[config.mk]
export PLATFORM = sky130hd
export DESIGN_NAME = keypad_encoder_db
export DESIGN_NICKNAME = d
export VERILOG_FILES = /design/src/rtl/keypad_pkg.sv /design/src/rtl/sync_2ff.sv /design/src/rtl/keypad_encoder_db.sv
export SDC_FILE = /design/constraint.sdc
export NUM_CORES = 1
export LEC_CHECK = 0
export CORE_MARGIN = 2
export CORE_UTILIZATION = 35
export CTS_CLUSTER_DIAMETER = 40
export CTS_CLUSTER_SIZE = 16
export DETAILED_ROUTE_END_ITERATION = 6
export MAX_ROUTING_LAYER = met4
export SYNTH_ARGS = -nofsm -noshare
export SYNTH_HDL_FRONTEND = slang
export SYNTH_SLANG_ARGS = --single-unit
[constraint.sdc]
create_clock -name clk -period 2.9 [get_ports clk]
set_clock_uncertainty 0.15 [all_clocks]
set_input_delay 0.58 -clock clk [delete_from_list [all_inputs] [get_ports clk]]
set_output_delay 0.58 -clock clk [all_outputs]
set_load 0.05 [all_outputs]
[src/rtl/keypad_pkg.sv]
// Shared types and helpers for the debounced keypad encoder.
// The helpers work on a fixed maximum width so any key count up to KEY_MAX_W fits.
package keypad_pkg;

  localparam int KEY_MAX_W = 32;
  localparam int IDX_W     = 5;

  typedef enum logic [1:0] {
    IDLE     = 2'd0,
    DEBOUNCE = 2'd1,
    PRESSED  = 2'd2,
    RELEASE  = 2'd3
  } state_e;

  function automatic logic is_onehot(input logic [KEY_MAX_W-1:0] vec);
    return (vec != '0) && ((vec & (vec - KEY_MAX_W'(1))) == '0);
  endfunction

  function automatic logic [IDX_W-1:0] onehot2idx(input logic [KEY_MAX_W-1:0] vec);
    logic [IDX_W-1:0] idx;
    idx = '0;
    for (int i = 0; i < KEY_MAX_W; i++) begin
      if (vec[i]) idx = IDX_W'(i);
    end
    return idx;
  endfunction

endpackage

[src/rtl/sync_2ff.sv]
// Two-flop synchroniser for a bus of independent asynchronous lines.
module sync_2ff #(
  parameter int W = 1
) (
  input  logic         clk,
  input  logic         rst_n,
  input  logic [W-1:0] d,
  output logic [W-1:0] q
);

  logic [W-1:0] meta_q;
  logic [W-1:0] sync_q;

  always_ff @(posedge clk or negedge rst_n) begin
    if (!rst_n) begin
      meta_q <= '0;
      sync_q <= '0;
    end else begin
      meta_q <= d;
      sync_q <= meta_q;
    end
  end

  assign q = sync_q;

endmodule

[src/rtl/keypad_encoder_db.sv]
// Debounced one-hot keypad encoder: synchronises key lines, waits for a stable pattern,
// reports a single key index or a multi-key error, then waits for a full release.
module keypad_encoder_db
  import keypad_pkg::*;
#(
  parameter int N_KEYS       = 10,
  parameter int CODE_W       = $clog2(N_KEYS),
  parameter int DEBOUNCE_CYC = 4,
  parameter int CNT_W        = $clog2(DEBOUNCE_CYC + 1)
) (
  input  logic              clk,
  input  logic              rst_n,
  input  logic              en,
  input  logic [N_KEYS-1:0] keys,
  output logic [CODE_W-1:0] key_code,
  output logic              key_valid,
  output logic              key_held,
  output logic              multi_err
);

  localparam logic [CNT_W-1:0] DC_CNT = CNT_W'(DEBOUNCE_CYC);

  generate
    if (N_KEYS < 2 || N_KEYS > KEY_MAX_W) begin : g_bad_keys
      $error("keypad_encoder_db: N_KEYS out of supported range");
    end
    if (N_KEYS > (2 ** CODE_W)) begin : g_bad_code_w
      $error("keypad_encoder_db: CODE_W too narrow for N_KEYS");
    end
    if (DEBOUNCE_CYC < 1) begin : g_bad_debounce
      $error("keypad_encoder_db: DEBOUNCE_CYC must be at least 1");
    end
  endgenerate

  logic [N_KEYS-1:0] keys_s;

  sync_2ff #(.W(N_KEYS)) u_sync (
    .clk   (clk),
    .rst_n (rst_n),
    .d     (keys),
    .q     (keys_s)
  );

  state_e              state_q, state_d;
  logic [N_KEYS-1:0]   cand_q, cand_d;
  logic [CNT_W-1:0]    cnt_q, cnt_d, cnt_inc;
  logic [CODE_W-1:0]   key_code_q, key_code_d;
  logic                key_valid_q, key_valid_d;
  logic                key_held_q, key_held_d;
  logic                multi_err_q, multi_err_d;
  logic [KEY_MAX_W-1:0] keys_wide;
  logic                settle;

  assign cnt_inc = cnt_q + CNT_W'(1);

  always_comb begin
    keys_wide = '0;
    keys_wide[N_KEYS-1:0] = keys_s;
  end

  // settle marks the sample at which the candidate has been stable long enough
  always_comb begin
    state_d     = state_q;
    cand_d      = cand_q;
    cnt_d       = cnt_q;
    key_code_d  = key_code_q;
    key_valid_d = 1'b0;
    multi_err_d = 1'b0;
    key_held_d  = key_held_q;
    settle      = 1'b0;

    if (!en) begin
      state_d    = IDLE;
      cnt_d      = '0;
      key_held_d = 1'b0;
    end else begin
      unique case (state_q)
        IDLE: begin
          if (keys_s != '0) begin
            cand_d  = keys_s;
            cnt_d   = CNT_W'(1);
            state_d = DEBOUNCE;
            settle  = (DEBOUNCE_CYC == 1);
          end
        end
        DEBOUNCE: begin
          if (keys_s == '0) begin
            state_d = IDLE;
            cnt_d   = '0;
          end else if (keys_s != cand_q) begin
            cand_d = keys_s;
            cnt_d  = CNT_W'(1);
            settle = (DEBOUNCE_CYC == 1);
          end else begin
            cnt_d  = cnt_inc;
            settle = (cnt_inc == DC_CNT);
          end
        end
        PRESSED: begin
          if (keys_s != cand_q) begin
            state_d    = RELEASE;
            cnt_d      = '0;
            key_held_d = 1'b0;
          end
        end
        RELEASE: begin
          if (keys_s != '0) begin
            cnt_d = '0;
          end else if (cnt_inc == DC_CNT) begin
            state_d = IDLE;
            cnt_d   = '0;
          end else begin
            cnt_d = cnt_inc;
          end
        end
        default: begin
          state_d = IDLE;
          cnt_d   = '0;
        end
      endcase

      // keys_s equals the candidate whenever settle is raised
      if (settle) begin
        cnt_d = '0;
        if (is_onehot(keys_wide)) begin
          key_code_d  = CODE_W'(onehot2idx(keys_wide));
          key_valid_d = 1'b1;
          key_held_d  = 1'b1;
          state_d     = PRESSED;
        end else begin
          multi_err_d = 1'b1;
          state_d     = RELEASE;
        end
      end
    end
  end

  always_ff @(posedge clk or negedge rst_n) begin
    if (!rst_n) begin
      state_q     <= IDLE;
      cand_q      <= '0;
      cnt_q       <= '0;
      key_code_q  <= '0;
      key_valid_q <= 1'b0;
      key_held_q  <= 1'b0;
      multi_err_q <= 1'b0;
    end else begin
      state_q     <= state_d;
      cand_q      <= cand_d;
      cnt_q       <= cnt_d;
      key_code_q  <= key_code_d;
      key_valid_q <= key_valid_d;
      key_held_q  <= key_held_d;
      multi_err_q <= multi_err_d;
    end
  end

  assign key_code  = key_code_q;
  assign key_valid = key_valid_q;
  assign key_held  = key_held_q;
  assign multi_err = multi_err_q;

endmodule

==> reports/qor.csv, run 1 <==
metric,value,unit
Max Cap Viol,0,
Slew @ Worst Pin,0.9204,ns
gr usage total,13.69,%
clk slew on worst S/H paths,0.08,ns
clock power share,35.1,%
Die Wd,77.33,um
RSZ-0062 raised after global routing,no,
fmax,366.2,MHz
Layout area overhead,18.95,%
largest net degree at the start of global routing,43,
die area,5979,um2
internal cell power,0.8589,mW
area of the mapped netlist,1882,um2
R2R Path End,key_code[2],
H-tree depth,2,
hold wc startpoint,u_sync.meta_q[8],
DR vias,1259,
Hold Crit Class,flip-flop to flip-flop,
Gate Count Post-Synth,157,
CP arrival,2.80,ns
clock buffer depth,2,
global-route wire length before repair,6141,um
Critical Path RT,2.97,ns
post-synthesis register bit count,42,
Worst-Skew Late Latency,0.30,ns
TNS Setup,0,ns
vias in the first global route,1290,
Post-Syn Area per Cell,11.99,um2
port buffer count,19,
n_diodes,0,
"most common cell after layout, fill and taps aside",dfrtp_1,
fin cells,249,
CP max stage delay,0.70,ns
initial antenna violation count,0,
CTS sink count,42,
combinational power share,8.1,%
sequential fraction of the synthesis area,55.85,%
Post-Route WL,3600,um
Flop pwr share,56.8,%
Reg2Reg Setup Slack,0.17,ns
Worst Reg-to-Reg Cells,7,
Yosys warnings,0,
Core Footprint,5140,um2
Sw Share,23.86,%
crit-path leading delay family,simple AND/OR/NAND/NOR gates,
status,finished clean,
setup violators final,0,
DP Wirelength,2571,um
CTS Hold Bufs,0,
Placed Cells,241,
Crit-path slowest cell,or4_1,
vias per cell,5.056,
CTS buffer count,5,
Root Driver,clkbuf_8,
pwr dens,503.9,nW/um2
startpoint types,flip-flop,
Avg WL per Cell,14.46,um
Slew headroom,38.64,%
io pins,20,
Crit path buffers/inverters,1,
die height,77.33,um
"Hold Vio Cnt, Final",0,
worst r2r src,u_sync.q[1],
net count of the finished layout,193,
WHS Endpoint,u_sync.q[8],
layout cells sized above 1,18.44,%
FP Rows,26,
Residual DRC,0,
Crit Path Class,flip-flop to flip-flop,
"commonest cells after routing, fill and taps aside","42 x dfrtp_1, 18 x clkdlybuf4s50_1, 11 x xor2_1",
static leakage,0.9487,nW
worst vdd rail ir drop,375.1,uV
fin. max-slew vios,0,
CP Max Fanout,7,
hold depth,0,
Iter 0 DRT Violations,53,
initial core utilization,36.61,%
Final ANT Viol Nets,0,
Setup crit end kind,flip-flop,
CTS tree,yes,
"FFs w/ async S/R, synth",100.0,%
"Core Util, Final",43.55,%
post-route clock period utilization,94.17,%
number of library cell types mapped by synthesis,47,
pre-CTS setup slack,0.1262,ns
"Primary FF master, synth",dfrtp_1,
GRT overflow,0,
synthesized netlist net count,172,
gp weighted congestion,0.8426,
Psw,0.2691,mW
CP Cell Sequence,or4_1 > a2111oi_1 > o32ai_1 > a21oi_2 > and3b_1 > buf_4 > mux2i_1,
Overall Power,1.128,mW
number of synthesized flops with an enable pin,0,
drt pass-1 iters,4,
Tmin final,2.731,ns
smallest setup slack after layout,0.1690,ns
[sequential cells by signal, summed over array words and instances (netlist names)]
signal,count
cand_q,10
u_sync.meta_q,10
u_sync.q,10
key_code,4
cnt_q,3
state_q,2
key_held,1
key_valid,1
multi_err,1
[power groups by stage]
stage	registers [mW]	clock network, mW	logic [mW]
after floorplan	0.641	0	0.0591
after global placement	0.650	0	0.0902
after detailed placement	0.652	0	0.0926
after CTS	0.640	0.414	0.0926
after global routing	0.645	0.442	0.102
final	0.641	0.396	0.0911
[per-stage QoR]
step	area [um2]	hold WS [ns]
2_1_floorplan	1882	0.1344
3_3_place_gp	2142	0.1828
5_1_grt	2238	0.2117
4_1_cts	2237	0.2039
6_report	2238	0.2043
3_5_place_dp	2142	0.1847
[per-layer routing]
layer | GRT usage [%] | vias up | share of wire (%)
li1 | - | 598 | -
met1 | 16.21 | 616 | 44
met2 | 20.78 | 39 | 49
met3 | 3.529 | 6 | 5.2
met4 | 8.571 | 0 | 2.0
met5 | - | - | 0
[synthesized netlist by cell type (2+ instances only)]
cell | instances | area [um2]
mux2_2 | 9 | 101.4
buf_6 | 2 | 22.52
clkbuf_1 | 8 | 30.03
or4_1 | 2 | 15.01
nor2_1 | 9 | 33.78
o21ai_1 | 2 | 10.01
a21oi_2 | 2 | 17.52
o2111ai_1 | 2 | 17.52
inv_1 | 6 | 22.52
nand3_1 | 2 | 10.01
nor2b_1 | 2 | 12.51
mux2_4 | 2 | 30.03
nor4_1 | 4 | 25.02
o21ai_0 | 6 | 30.03
o21bai_1 | 2 | 15.01
dfrtp_1 | 42 | 1051
xor2_1 | 11 | 96.34
nand2b_1 | 2 | 12.51
nor3_1 | 3 | 15.01
ha_1 | 2 | 25.02
mux2i_1 | 3 | 30.03
nand4b_1 | 2 | 17.52
nand2_1 | 6 | 22.52
a21oi_1 | 3 | 15.01
[layout make-up]
class	instances	area, um2
Clock inverter	1	8.758
Multi-Input combinational cell	98	752.0
Clock buffer	7	86.33
Fill cell	491	2902
Inverter	6	22.52
Tap cell	70	87.58
Timing Repair Buffer	25	230.2
Sequential cell	42	1051
[cell families after synthesis]
group	share of synthesized area (%)
multiplexers	8.577
adder cells (fa/ha/maj)	1.862
AND/OR/NAND/NOR	13.03
buffers and inverters	4.255
flip-flops	55.85
XOR/XNOR	5.120
AO/OA/AOI/OAI	11.30
[how the worst max path moves through the flow]
stage / start / endpoint / cells past startpoint
after floorplan: u_sync.q[2] / key_code[0] / 8
after global placement: u_sync.q[2] / key_code[0] / 6
after detailed placement: u_sync.q[2] / key_code[2] / 7
after CTS: u_sync.q[2] / key_code[2] / 7
after global routing: u_sync.q[2] / key_code[2] / 7
final: u_sync.q[1] / key_code[2] / 7
[timing repair]
item                                    CTS  global route
setup buffers                             0             0
resized for setup                         0             1
endpoints found under the setup margin    0             1
No activity file was read; power rests on OpenSTA's default activity.
==> run 2, diff against run 1 <==
Clock period 2.9 ns to 2.3 ns, I/O delays scaled along.
==> reports/qor.csv, run 2 (synthesized netlist as in run 1, its figures left out) <==
metric,value,unit,change
status,"complete, but fails checks",,
failing checks,setup timing,,
Worst path depth,8,,+1
Max Cap Viol,0,,unchanged
DR vias,1359,,+7.9%
Die Wd,77.33,um,unchanged
startpoint types,flip-flop,,
Worst Reg-to-Reg Cells,8,,+1
smallest setup slack after layout,-0.2348,ns,-0.4038 ns
Hold Crit Class,input port to async pin,,
n_diodes,0,,unchanged
largest net degree at the start of global routing,43,,unchanged
"commonest cells after routing, fill and taps aside","42 x dfrtp_1, 24 x buf_4, 18 x clkdlybuf4s50_1",,
Residual DRC,0,,unchanged
"most common cell after layout, fill and taps aside",dfrtp_1,,
Layout area overhead,36.77,%,
gr usage total,15.82,%,+2.1 points
CP Max Fanout,6,,-1
pwr dens,573.4,nW/um2,+14%
Core Footprint,5140,um2,unchanged
die area,5979,um2,unchanged
io pins,20,,unchanged
CP arrival,2.60,ns,-0.20 ns
Setup crit end kind,flip-flop,,
RSZ-0062 raised after global routing,yes,,
clock buffer depth,2,,unchanged
port buffer count,19,,unchanged
CP startpoint,u_sync.q[3],,
Avg WL per Cell,14.91,um,+3.1%
"Hold Vio Cnt, Final",0,,unchanged
Crit Path Class,flip-flop to flip-flop,,
vias in the first global route,1478,,+15%
Slew headroom,66.24,%,+28 points
Post-Route WL,4084,um,+13%
"Core Util, Final",50.07,%,+6.5 points
CTS tree,yes,,
CP Cell Sequence,or4_4 > buf_4 > nor4_1 > o32ai_1 > a21oi_2 > and3b_2 > buf_6 > mux2i_2,,
CTS sink count,42,,unchanged
drt pass-1 iters,4,,unchanged
CP max stage delay,0.61,ns,-0.09 ns
Worst-Skew Late Latency,0.30,ns,about the same
CTS buffer count,5,,unchanged
Crit-path slowest cell,or4_4,,
Tmin final,2.535,ns,-0.1962 ns
Root Driver,clkbuf_8,,
Crit path buffers/inverters,2,,+1
initial core utilization,36.61,%,unchanged
Iter 0 DRT Violations,52,,-1.9%
FP Rows,26,,unchanged
net count of the finished layout,218,,+13%
fmax,394.5,MHz,+7.7%
gp weighted congestion,0.7807,,-7.3%
DP Wirelength,2783,um,+8.3%
clk slew on worst S/H paths,0.08,ns,about the same
worst vdd rail ir drop,393.8,uV,+5.0%
Slew @ Worst Pin,0.5063,ns,-0.4141 ns
die height,77.33,um,unchanged
post-route clock period utilization,110.2,%,+16 points
GRT overflow,0,,unchanged
initial antenna violation count,0,,unchanged
vias per cell,4.960,,-1.9%
worst r2r src,u_sync.q[3],,
global-route wire length before repair,7010,um,+14%
crit-path leading delay family,simple AND/OR/NAND/NOR gates,,
Critical Path RT,2.37,ns,-0.60 ns
H-tree depth,2,,unchanged
fin cells,274,,+10%
setup violators final,16,,+16
CTS Hold Bufs,0,,unchanged
layout cells sized above 1,36.27,%,+18 points
Placed Cells,259,,+7.5%
static leakage,1.114,nW,+17%
Final ANT Viol Nets,0,,unchanged
fin. max-slew vios,0,,unchanged
==> run 2: cell types whose count changed in the layout (fill, tap and decap cells not counted), moves of 3 or more <==
cell | previous run | this run
buf_6 | 0 | 7
nor4_1 | 4 | 1
nor4_2 | 0 | 3
buf_4 | 6 | 24
==> run 2: what timing repair did <==
action	4_1_cts	5_1_grt
cloned	0	0
setup buffers	2	6
pin swaps	5	8
resized for setup	12	18
setup endpoints to repair	20	19
==> run 2: final timing paths <==
path                                to  slack, ns
max                        key_code[2]      -0.23
min                         state_q[0]       0.06
max reg2reg                key_code[2]      -0.23
min reg2reg                u_sync.q[8]       0.20
max in group asynchronous    cand_q[0]       1.58
min in group clk           u_sync.q[8]       0.20
==> run 2: report_power, final <==
part | leakage, nW | internal (mW) | switching [mW] | total (mW)
Combinational | 0.562 | 0.0859 | 0.0811 | 0.167
Sequential | 0.503 | 0.775 | 0.0249 | 0.800
Clock | 0.0489 | 0.248 | 0.261 | 0.509
==> run 2: cell type report <==
cell class / count / area [um2]
fillers: 488 / 2566
flip-flops and latches: 42 / 1051
multi-input cells: 98 / 873.3
repair buffers: 50 / 444.2
well taps: 70 / 87.58
clock buffers: 7 / 86.33
inverters: 6 / 22.52
clock inverters: 1 / 8.758
==> run 2: layer usage <==
layer	GRT usage (%)	vias to the layer above	routed length, um
li1	-	644	-
met1	17.72	671	1621
met2	26.26	29	2143
met3	3.765	15	144
met4	8.214	0	174
met5	-	-	0
==> run 2: metrics by stage <==
step | instance area, um2 | power [mW] | hold WS, ns | TNS [ns] | setup WS (ns)
floorplan | 1898 | 0.8846 | 0.01441 | -0.6199 | -0.2043
global placement | 2282 | 0.9499 | 0.1817 | -1.688 | -0.1714
detailed placement | 2282 | 0.9587 | 0.1847 | -2.784 | -0.3233
CTS | 2444 | 1.478 | 0.08583 | -1.481 | -0.1845
global route | 2574 | 1.550 | 0.1166 | -2.814 | -0.3260
finish | 2574 | 1.476 | 0.05898 | -1.462 | -0.2348
==> run 3, diff against run 2 <==
Settings changed: GPL_TIMING_DRIVEN set to 0, SKIP_CTS_REPAIR_TIMING set to 1.
==> reports/qor.csv, run 3 (synthesized netlist as in run 1, its figures left out) <==
metric,value,unit,change
drt pass-1 iters,4,,unchanged
Root Driver,clkbuf_8,,
fin. max-slew vios,0,,unchanged
CTS buffer count,5,,unchanged
H-tree depth,2,,unchanged
Die Wd,77.33,um,unchanged
failing checks,setup timing,,
gr usage total,12.73,%,-3.1 points
port buffer count,18,,-1
setup violators final,19,,+3
"most common cell after layout, fill and taps aside",dfrtp_1,,
Max Cap Viol,0,,unchanged
placed cell area,2161,um2,-5.3%
CTS sink count,42,,unchanged
io pins,20,,unchanged
initial antenna violation count,0,,unchanged
post-route cell area,2484,um2,-3.5%
status,"complete, but fails checks",,
Post-Route WL,3521,um,-14%
n_diodes,0,,unchanged
Worst-Skew Late Latency,0.29,ns,about the same
CP arrival,2.60,ns,about the same
die height,77.33,um,unchanged
startpoint types,flip-flop,,
clock buffer depth,2,,unchanged
Overall Power,1.532,mW,+3.8%
TNS Setup,-3.558,ns,-2.096 ns
Tmin final,2.568,ns,+0.03296 ns
CP max stage delay,0.60,ns,about the same
Crit Path Class,flip-flop to flip-flop,,
Layout area overhead,31.98,%,
Hold Crit Class,input port to async pin,,
largest net degree at the start of global routing,43,,unchanged
Residual DRC,0,,unchanged
Flop pwr share,52.7,%,-1.5 points
worst vdd rail ir drop,390.6,uV,-0.81%
"Hold Vio Cnt, Final",0,,unchanged
Slew @ Worst Pin,0.9065,ns,+0.4001 ns
layout cells sized above 1,30.96,%,-5.3 points
"commonest cells after routing, fill and taps aside","37 x dfrtp_1, 18 x buf_4, 17 x clkdlybuf4s50_1",,
post-route clock period utilization,111.6,%,+1.4 points
Crit-path slowest cell,or4_4,,
combinational power share,10.0,%,-1.3 points
fmax,389.4,MHz,-1.3%
smallest setup slack after layout,-0.2677,ns,-0.03296 ns
Avg WL per Cell,13.19,um,-12%
DP Wirelength,2367,um,-15%
pwr dens,616.9,nW/um2,+7.6%
CP Max Fanout,7,,+1
pre-CTS setup slack,-0.4480,ns,-0.1247 ns
initial core utilization,36.61,%,unchanged
Final ANT Viol Nets,0,,unchanged
internal cell power,1.179,mW,+6.3%
gp weighted congestion,0.8118,,+4.0%
vias in the first global route,1267,,-14%
clock power share,37.2,%,+2.7 points
CP Cell Sequence,or4_4 > o21ai_1 > or3b_1 > a21oi_2 > and3b_1 > buf_6 > mux2_4,,
CTS tree,yes,,
global-route wire length before repair,5823,um,-17%
net count of the finished layout,211,,-3.2%
GRT overflow,0,,unchanged
Iter 0 DRT Violations,53,,+1.9%
vias per cell,4.873,,-1.8%
"Core Util, Final",48.32,%,-1.8 points
static leakage,1.046,nW,-6.2%
Slew headroom,39.57,%,-27 points
Critical Path RT,2.33,ns,-0.04 ns
FP Rows,26,,unchanged
clk slew on worst S/H paths,0.08,ns,about the same
Sw Share,23.03,%,-1.8 points
DR vias,1301,,-4.3%
die area,5979,um2,unchanged
RSZ-0062 raised after global routing,yes,,
Setup crit end kind,flip-flop,,
Psw,0.3528,mW,-3.9%
Core Footprint,5140,um2,unchanged
## run 3: changes by cell type in the layout (fill, tap and decap cells not counted), sizes merged
cell	change
clkinvlp	+1
bufinv	+1
buf	-10
inv	-1
clkbuf	+3
clkdlybuf4s50	-1
## run 3: path summary, 6_finish.rpt
check                                       from           to  depth (start not counted)  slack (ns)
worst max-delay path                 u_sync.q[0]  key_code[1]                          7       -0.27
worst min-delay path                       rst_n    multi_err                          1        0.13
worst max register to register       u_sync.q[0]  key_code[1]                          7       -0.27
worst min register to register  u_sync.meta_q[6]  u_sync.q[6]                          0        0.20
max in group asynchronous                  rst_n  u_sync.q[0]                          1        1.23
min in group clk                u_sync.meta_q[6]  u_sync.q[6]                          0        0.20
## run 3: layout make-up
| cell class | instances | area [um2] |
|---|---|---|
| flip-flops and latches | 42 | 1057 |
| inverters | 6 | 22.52 |
| plain buffers | 7 | 52.55 |
| clock inverters | 2 | 37.54 |
| clock buffers | 6 | 72.57 |
| multi-input cells | 98 | 843.3 |
| repair buffers | 36 | 310.3 |
| fillers | 512 | 2656 |
| well taps | 70 | 87.58 |
## run 3: worst max-delay path: cells and delay by family (launching register included)
family / cells / cell delay [ns]
flops: 1 / 0.43
compound gates: 2 / 0.30
simple gates: 3 / 1.14
mux: 1 / 0.30
buf+inv: 1 / 0.13
## run 3: per-stage QoR
step	hold WS, ns	cells
2_1_floorplan	0.01441	157
3_3_place_gp	0.1831	245
3_5_place_dp	0.1847	245
4_1_cts	0.1800	253
5_1_grt	0.2077	267
6_report	0.1307	267
## run 3: power by group through the flow
stage          Clock [mW]  Sequential, mW  Combinational (mW)
2_1_floorplan           0           0.808              0.0765
3_3_place_gp            0           0.812               0.120
3_5_place_dp            0           0.815               0.124
4_1_cts             0.585           0.800               0.124
5_1_grt             0.617           0.814               0.170
6_report            0.570           0.808               0.154
## run 3: metal layers
layer  wire length [um]  vias up  global-route usage, %
met2               1758       28                  20.09
li1                   -      633                      -
met1               1565      634                  15.52
met3                151        6                  3.294
met4                 46        0                  5.357
met5                  0        -                      -
